`config.mk`:
```
export PLATFORM = sky130hd
export DESIGN_NAME = vector_modul
export DESIGN_NICKNAME = d
export VERILOG_FILES = /design/src/rtl/modul_pkg.sv /design/src/rtl/isqrt_seq.sv /design/src/rtl/vector_modul.sv
export SDC_FILE = /design/constraint.sdc
export NUM_CORES = 1
export LEC_CHECK = 0
export ABC_CLOCK_PERIOD_IN_PS = 8000
export BUFFER_PORTS_ARGS = -buffer_cell sky130_fd_sc_hd__buf_2
export CAP_MARGIN = 0
export CORE_MARGIN = 10
export CORE_UTILIZATION = 45
export DETAILED_ROUTE_END_ITERATION = 6
export GPL_TIMING_DRIVEN = 0
export PLACE_DENSITY = 0.62
export SLEW_MARGIN = 15
export SYNTH_ARGS = -nofsm -noshare
export SYNTH_HDL_FRONTEND = slang
export SYNTH_SLANG_ARGS = --single-unit
```
`constraint.sdc`:
```
create_clock -name clk -period 8 [get_ports clk]
set_input_delay 1.6 -clock clk [delete_from_list [all_inputs] [get_ports clk]]
set_output_delay 1.6 -clock clk [all_outputs]
set_load 0.03 [all_outputs]
```
`src/rtl/modul_pkg.sv`:
```
// Shared definitions for the vector_modul Euclidean-norm engine:
// FSM state encoding and the width helpers that size the accumulator
// and the square-root result from the component width and count.
package modul_pkg;

  typedef enum logic [1:0] {
    ST_IDLE = 2'd0,
    ST_ACC  = 2'd1,
    ST_SQRT = 2'd2,
    ST_DONE = 2'd3
  } state_e;

  // Ceiling log2, with clog2(1) = 0.
  function automatic int clog2(input int n);
    int r;
    r = 0;
    while ((32'sd1 << r) < n) begin
      r = r + 1;
    end
    return r;
  endfunction

  // Accumulator width: a sum of n squares of w-bit values cannot overflow it.
  function automatic int s_width(input int w, input int n);
    return 2 * w + clog2(n);
  endfunction

  // Root width: half the accumulator width, rounded up.
  function automatic int r_width(input int w, input int n);
    return (s_width(w, n) + 1) / 2;
  endfunction

endpackage

```
`src/rtl/isqrt_seq.sv`:
```
// Bit-serial restoring integer square root.
// A start pulse loads the radicand; R cycles later root = floor(sqrt(rad))
// and rem = rad - root^2. done is high during the last iteration cycle,
// so root/rem are final from the following cycle on.
module isqrt_seq
  import modul_pkg::*;
#(
  parameter int S = 29,
  parameter int R = 15
) (
  input  logic         clk,
  input  logic         rst_n,
  input  logic         start,
  input  logic [S-1:0] rad,
  output logic         done,
  output logic [R-1:0] root,
  output logic [R:0]   rem
);

  localparam int CW = clog2(R) + 1;

  logic [2*R-1:0] rad_q;
  logic [R-1:0]   root_q;
  logic [R:0]     rem_q;
  logic [CW-1:0]  cnt_q;
  logic           run_q;

  logic [2*R-1:0] rad_ext_s;
  logic [R+2:0]   trial_s;
  logic [R+2:0]   test_s;
  logic [R+2:0]   diff_s;
  logic           ge_s;
  logic [R:0]     root_sh_s;
  logic [R:0]     rem_nx_s;

  // Radicand is padded to an even bit count so it splits into whole pairs.
  assign rad_ext_s = (2 * R)'(rad);

  // Trial subtraction for one radicand pair: (rem<<2 | pair) - (root<<2 | 1).
  assign trial_s   = {rem_q, rad_q[2*R-1 -: 2]};
  assign test_s    = {1'b0, root_q, 2'b01};
  assign ge_s      = (trial_s >= test_s);
  assign diff_s    = ge_s ? (trial_s - test_s) : trial_s;
  // The partial remainder never exceeds 2*root, so R+1 bits always hold it.
  assign rem_nx_s  = diff_s[R:0];
  assign root_sh_s = {root_q, ge_s};

  assign done = run_q && (cnt_q == CW'(R - 1));
  assign root = root_q;
  assign rem  = rem_q;

  // Load on start, then one radicand pair per cycle, MSB pair first.
  always_ff @(posedge clk or negedge rst_n) begin
    if (!rst_n) begin
      rad_q  <= '0;
      root_q <= '0;
      rem_q  <= '0;
      cnt_q  <= '0;
      run_q  <= 1'b0;
    end else if (start) begin
      rad_q  <= rad_ext_s;
      root_q <= '0;
      rem_q  <= '0;
      cnt_q  <= '0;
      run_q  <= 1'b1;
    end else if (run_q) begin
      rad_q  <= rad_q << 2;
      root_q <= root_sh_s[R-1:0];
      rem_q  <= rem_nx_s;
      cnt_q  <= cnt_q + CW'(1);
      if (done) begin
        run_q <= 1'b0;
      end else begin
        run_q <= 1'b1;
      end
    end else begin
      run_q <= 1'b0;
    end
  end

endmodule

```
`src/rtl/vector_modul.sv`:
```
// Sequential Euclidean-norm engine: Q_mod = isqrt(sum A[k]^2).
// One shared multiplier squares a snapshotted component per cycle into the
// accumulator, then isqrt_seq extracts the root bit-serially.
// Optional macro MODUL_ROUND_EN: round the root to nearest (saturating)
// instead of truncating.
module vector_modul
  import modul_pkg::*;
#(
  parameter int W = 14,
  parameter int N = 2,
  localparam int S = s_width(W, N),
  localparam int R = (S + 1) / 2
) (
  input  logic           clk,
  input  logic           rst_n,
  input  logic           st,
  input  logic [N*W-1:0] A,
  output logic           busy,
  output logic           ok,
  output logic [R-1:0]   Q_mod
);

  localparam int IW = (N > 1) ? clog2(N) : 1;

  state_e         state_q;
  logic [W-1:0]   snap_q [N];
  logic [S-1:0]   acc_q;
  logic [IW-1:0]  idx_q;
  logic           busy_q;
  logic           ok_q;
  logic [R-1:0]   q_q;

  logic [W-1:0]   sel_s;
  logic [2*W-1:0] op_s;
  logic [2*W-1:0] prod_s;
  logic [S-1:0]   acc_nx_s;
  logic           last_s;
  logic           sq_start_s;
  logic           sq_done_s;
  logic [R-1:0]   sq_root_s;
  logic [R:0]     sq_rem_s;
  logic [R-1:0]   fin_s;

  // Select the component addressed by the running index.
  always_comb begin
    sel_s = '0;
    for (int k = 0; k < N; k++) begin
      if (idx_q == IW'(k)) begin
        sel_s = snap_q[k];
      end else begin
        sel_s = sel_s;
      end
    end
  end

  assign op_s       = (2 * W)'(sel_s);
  assign prod_s     = op_s * op_s;
  assign acc_nx_s   = acc_q + S'(prod_s);
  assign last_s     = (idx_q == IW'(N - 1));
  // The root engine loads the sum including the final product.
  assign sq_start_s = (state_q == ST_ACC) && last_s;

  isqrt_seq #(
    .S(S),
    .R(R)
  ) u_isqrt (
    .clk  (clk),
    .rst_n(rst_n),
    .start(sq_start_s),
    .rad  (acc_nx_s),
    .done (sq_done_s),
    .root (sq_root_s),
    .rem  (sq_rem_s)
  );

`ifdef MODUL_ROUND_EN
  logic [R:0] inc_s;
  assign inc_s = {1'b0, sq_root_s} + (R + 1)'(1);

  // Round up when rem > root, i.e. sqrt(x) > root + 0.5; saturate at all ones.
  always_comb begin
    fin_s = sq_root_s;
    if (sq_rem_s > {1'b0, sq_root_s}) begin
      if (inc_s[R]) begin
        fin_s = '1;
      end else begin
        fin_s = inc_s[R-1:0];
      end
    end else begin
      fin_s = sq_root_s;
    end
  end
`else
  assign fin_s = sq_root_s;
`endif

  // Control FSM with snapshot, multiply-accumulate and registered outputs.
  always_ff @(posedge clk or negedge rst_n) begin
    if (!rst_n) begin
      state_q <= ST_IDLE;
      for (int k = 0; k < N; k++) begin
        snap_q[k] <= '0;
      end
      acc_q  <= '0;
      idx_q  <= '0;
      busy_q <= 1'b0;
      ok_q   <= 1'b0;
      q_q    <= '0;
    end else begin
      case (state_q)
        ST_IDLE: begin
          ok_q <= 1'b0;
          if (st) begin
            for (int k = 0; k < N; k++) begin
              snap_q[k] <= A[k*W +: W];
            end
            acc_q   <= '0;
            idx_q   <= '0;
            busy_q  <= 1'b1;
            state_q <= ST_ACC;
          end else begin
            state_q <= ST_IDLE;
          end
        end
        ST_ACC: begin
          acc_q <= acc_nx_s;
          if (last_s) begin
            state_q <= ST_SQRT;
          end else begin
            idx_q <= idx_q + IW'(1);
          end
        end
        ST_SQRT: begin
          if (sq_done_s) begin
            state_q <= ST_DONE;
          end else begin
            state_q <= ST_SQRT;
          end
        end
        ST_DONE: begin
          q_q     <= fin_s;
          ok_q    <= 1'b1;
          busy_q  <= 1'b0;
          state_q <= ST_IDLE;
        end
        default: begin
          state_q <= ST_IDLE;
          busy_q  <= 1'b0;
          ok_q    <= 1'b0;
        end
      endcase
    end
  end

  assign busy  = busy_q;
  assign ok    = ok_q;
  assign Q_mod = q_q;

endmodule

```
==> flow_metrics.env <==
export IMPL_outcome="finished clean"
export IMPL_yosys_mux_area_fraction=0.08597
export IMPL_top_layer="met4"
export IMPL_clockBufferDepth=2
export IMPL_io_pins=48
export IMPL_cts_buffers=17
export IMPL_synth_edff_count=0
export IMPL_crit_family="adder cells"
export IMPL_syn_inst=1408
export IMPL_wl_mm=33.74
export IMPL_die_area_um2=37450
export IMPL_postRouteAntennaNets=0
export IMPL_finalSetupViolations=0
export IMPL_synth_area_um2=13550
export IMPL_slowest_delay_ns=0.99
export IMPL_gr_total_overflow=0
export IMPL_hpwl_mm=27.13
export IMPL_clock_latency_ns=0.44
export IMPL_start_kind="flip-flop"
export IMPL_met2WireLength_mm=16.76
export IMPL_finalCriticalPeriod_ns=7.555
export IMPL_max_slew_worst_pin_slew_ns=1.188
export IMPL_antenna_found_initial=0
export IMPL_synth_area_leaders="dfrtp_1, fa_1, ha_1, inv_1, mux2_2"
export IMPL_cts_tree="built"
export IMPL_grt_max_degree=95
export IMPL_hold_path_class="flip-flop to flip-flop"
export IMPL_cp_slowest_cell="mux2i_1"
export IMPL_worstPathRequired_ns=8.29
export IMPL_final_nets=1760
export IMPL_cts_max_level=4
export IMPL_worst_path_most_repeated_cell="fa_1"
export IMPL_max_slew_margin=0.1856
export IMPL_wl_met1_mm=15.01
export IMPL_grt_pass1_vias=10620
export IMPL_row_count=63
export IMPL_path_clk_slew_ns=0.06
export IMPL_diodes=0
export IMPL_drc=0
export IMPL_fmax_ghz=0.1324
export IMPL_coreArea_um2=29640
export IMPL_track_usage=0.1840
export IMPL_finClkSkew_ns=0.01376
export IMPL_synth_xor_area_share=0.03555
export IMPL_arrival_ns=7.84
export IMPL_cp_buffers_inverters=7
export IMPL_avgViaCountPerCell=5.317
export IMPL_rsz0062_at_grt="no"
export IMPL_ys_types=66
export IMPL_cp_cell_sequence="clkbuf_1, clkbuf_4, mux2i_1, nor2_1, fa_1, inv_1, fa_1, inv_1, fa_1, fa_1, fa_1, inv_1, fa_1, inv_1, ha_1, buf_2, o21a_1, o211ai_1, o211ai_1, o21ai_1, a21oi_1, xnor2_1, o21ai_0"
export IMPL_drive_above_1_share=0.1176
export IMPL_synth_compound_gate_area_share=0.1117
export IMPL_ys_ff_latch=144
export IMPL_syn_area_per_cell_um2=9.623
export IMPL_yosys_area_top_type="dfrtp_1"
export IMPL_period_share=0.9444
export IMPL_syn_nets=1693
export IMPL_synthArstFlopShare=1.000
export IMPL_wl_met3_mm=1.163
export IMPL_cts_setup_buffers=0
export IMPL_hold_buffers=0
export IMPL_fin_cells=1878
export IMPL_start_util=0.4572
export IMPL_first_pass_iters=5
export IMPL_placed_cells=1846
export IMPL_wire_per_inst_um=17.96
export IMPL_cts_root_buf="clkbuf_16"
export IMPL_path_class="flip-flop to flip-flop"
export IMPL_yosys_warnings=0
export IMPL_vias=9986
export IMPL_endpoint_kind="flip-flop"
export IMPL_synth_simple_area_share=0.1068
export IMPL_synth_fa_ha_area_frac=0.3110
export IMPL_syn_to_final_growth_pct=10.60
export IMPL_cts_sinks=144
export IMPL_drt_iter0_drc=539
export IMPL_synth_top_family_by_area="adder cells"
export IMPL_port_buffers=47
export IMPL_gp_routability_congestion=0.8703
export IMPL_maxCapViolations=0
export IMPL_die_w_um=193.5
export IMPL_synth_seq_area_share=0.2660
export IMPL_synthFlopType="dfrtp_1"
export IMPL_crit_fanout=10
export IMPL_final_hold_violation_count=0
export IMPL_maxSlewViolCount=0
export IMPL_grt_pass1_wl_mm=56.48
export IMPL_synth_top_area_share=0.2660
export IMPL_fin_hold_ws_ns=0.4849
export IMPL_die_height_um=193.5
-- worst reg2reg max path, cell delays in order, from the launching register on --
cell	delay, ns
dfrtp_1	0.32
clkbuf_1	0.24
clkbuf_4	0.35
mux2i_1	1.00
nor2_1	0.15
fa_1	0.59
inv_1	0.07
fa_1	0.52
inv_1	0.05
fa_1	0.52
fa_1	0.44
fa_1	0.58
inv_1	0.07
fa_1	0.54
inv_1	0.04
ha_1	0.27
buf_2	0.17
o21a_1	0.19
o211ai_1	0.20
o211ai_1	0.13
o21ai_1	0.37
a21oi_1	0.16
xnor2_1	0.33
o21ai_0	0.13
-- cell usage after synthesis, drive strengths merged (3+ instances only) --
cell and number:
a211o 5, a211oi 21, a21boi 3, a21o 19, a21oi 57, a22o 11, a31oi 7, a41o 3
and2 4, and3 9, buf 18, clkbuf 37, clkinv 3, dfrtp 144, fa 138, ha 116
inv 233, mux2 59, mux2i 50, nand2 119, nand2b 5, nand3 15, nand3b 5, nand4 12
nor2 110, nor2b 19, nor3 11, o211ai 6, o21a 5, o21ai 69, o21bai 3, o22ai 3
o311ai 3, o31ai 3, or3 4, xnor2 33, xor2 22
-- layer usage --
layer  GRT usage  up-vias
met4     0.05780        0
met1      0.2343     5005
met5           0        -
li1            -     4767
met2      0.3123      165
met3     0.03008       49
-- final cells by class --
class,count,area [um^2]
buffer,55,242.7
tap,390,488.0
multi-input combinational,973,8877
clock inverter,15,190.2
clock buffer,17,425.4
fill,2761,14650
inverter,236,885.9
sequential,144,3603
timing repair buffer,48,272.8
-- cells in the final DEF (no fill, tap or decap), drive strengths merged, types with 3 or more instances in the layout --
cell type / count
mux2i: 50
nand2b: 5
and3: 9
nor3: 11
ha: 116
o21a: 5
nand3: 15
nand4: 12
mux2: 59
a21boi: 3
dfrtp: 144
o22ai: 3
inv: 242
a211o: 5
a21o: 19
nand2: 119
nand3b: 5
a41o: 3
or3: 4
a22o: 11
nor2b: 19
o21ai: 69
o21bai: 3
xor2: 22
fa: 138
nor2: 110
o211ai: 6
and2: 4
a21oi: 57
o311ai: 3
o31ai: 3
xnor2: 33
clkinv: 7
clkbuf: 55
buf: 65
a211oi: 21
a31oi: 7
-- what timing repair did --
action | in CTS | in global routing
endpoints found under the setup margin | 0 | 24
gates resized for setup | 0 | 12
endpoints found under the hold margin | 0 | 0
-- kinds of logic after synthesis --
kind of cell               count (synthesis)
AOI/OAI and AO/OA                        232
DFF                                      144
buffers and inverters                    291
muxes                                    109
xor gates and xnor gates                  55
adders and majority gates                254
and+or+nand+nor                          323
-- metrics by stage --
step	util	cell area, um^2	setup slack (ns)	setup TNS (ns)
after global routing	0.5056	14990	0.04103	0
after global placement	0.4816	14270	-0.2113	-1.208
final	0.5056	14990	0.4451	0
after floorplan	-	13550	1.385	0
after CTS	0.5040	14940	0.02970	0
after detailed placement	0.4832	14320	0.06717	0
-- final timing paths --
kind / from / end / slack, ns / cells after the start
min in group asynchronous: rst_n / snap_q[18]$_DFFE_PN0P_ / 1.06 / 1
max in group asynchronous: rst_n / u_isqrt.rem[7]$_DFFE_PN0P_ / 6.10 / 2
worst min register to register: acc_q[9]$_DFFE_PN0P_ / acc_q[9]$_DFFE_PN0P_ / 0.48 / 2
worst min-delay path: acc_q[9]$_DFFE_PN0P_ / acc_q[9]$_DFFE_PN0P_ / 0.48 / 2
worst max-delay path: idx_q$_DFFE_PN0P_ / acc_q[28]$_DFFE_PN0P_ / 0.45 / 23
worst max register to register: idx_q$_DFFE_PN0P_ / acc_q[28]$_DFFE_PN0P_ / 0.45 / 23
-- state kept, by name, indices dropped and copies added (netlist names) --
| register | flops |
|---|---|
| u_isqrt.cnt_q | 5 |
| busy | 1 |
| Q_mod | 15 |
| u_isqrt.run_q | 1 |
| idx_q | 1 |
| acc_q | 29 |
| u_isqrt.rad_q | 30 |
| state_q | 2 |
| u_isqrt.rem | 16 |
| u_isqrt.root | 15 |
| snap_q | 28 |
| ok | 1 |
Power is not shown: default switching activity piles up to over one toggle a cycle in this logic, so the estimate is an artifact.
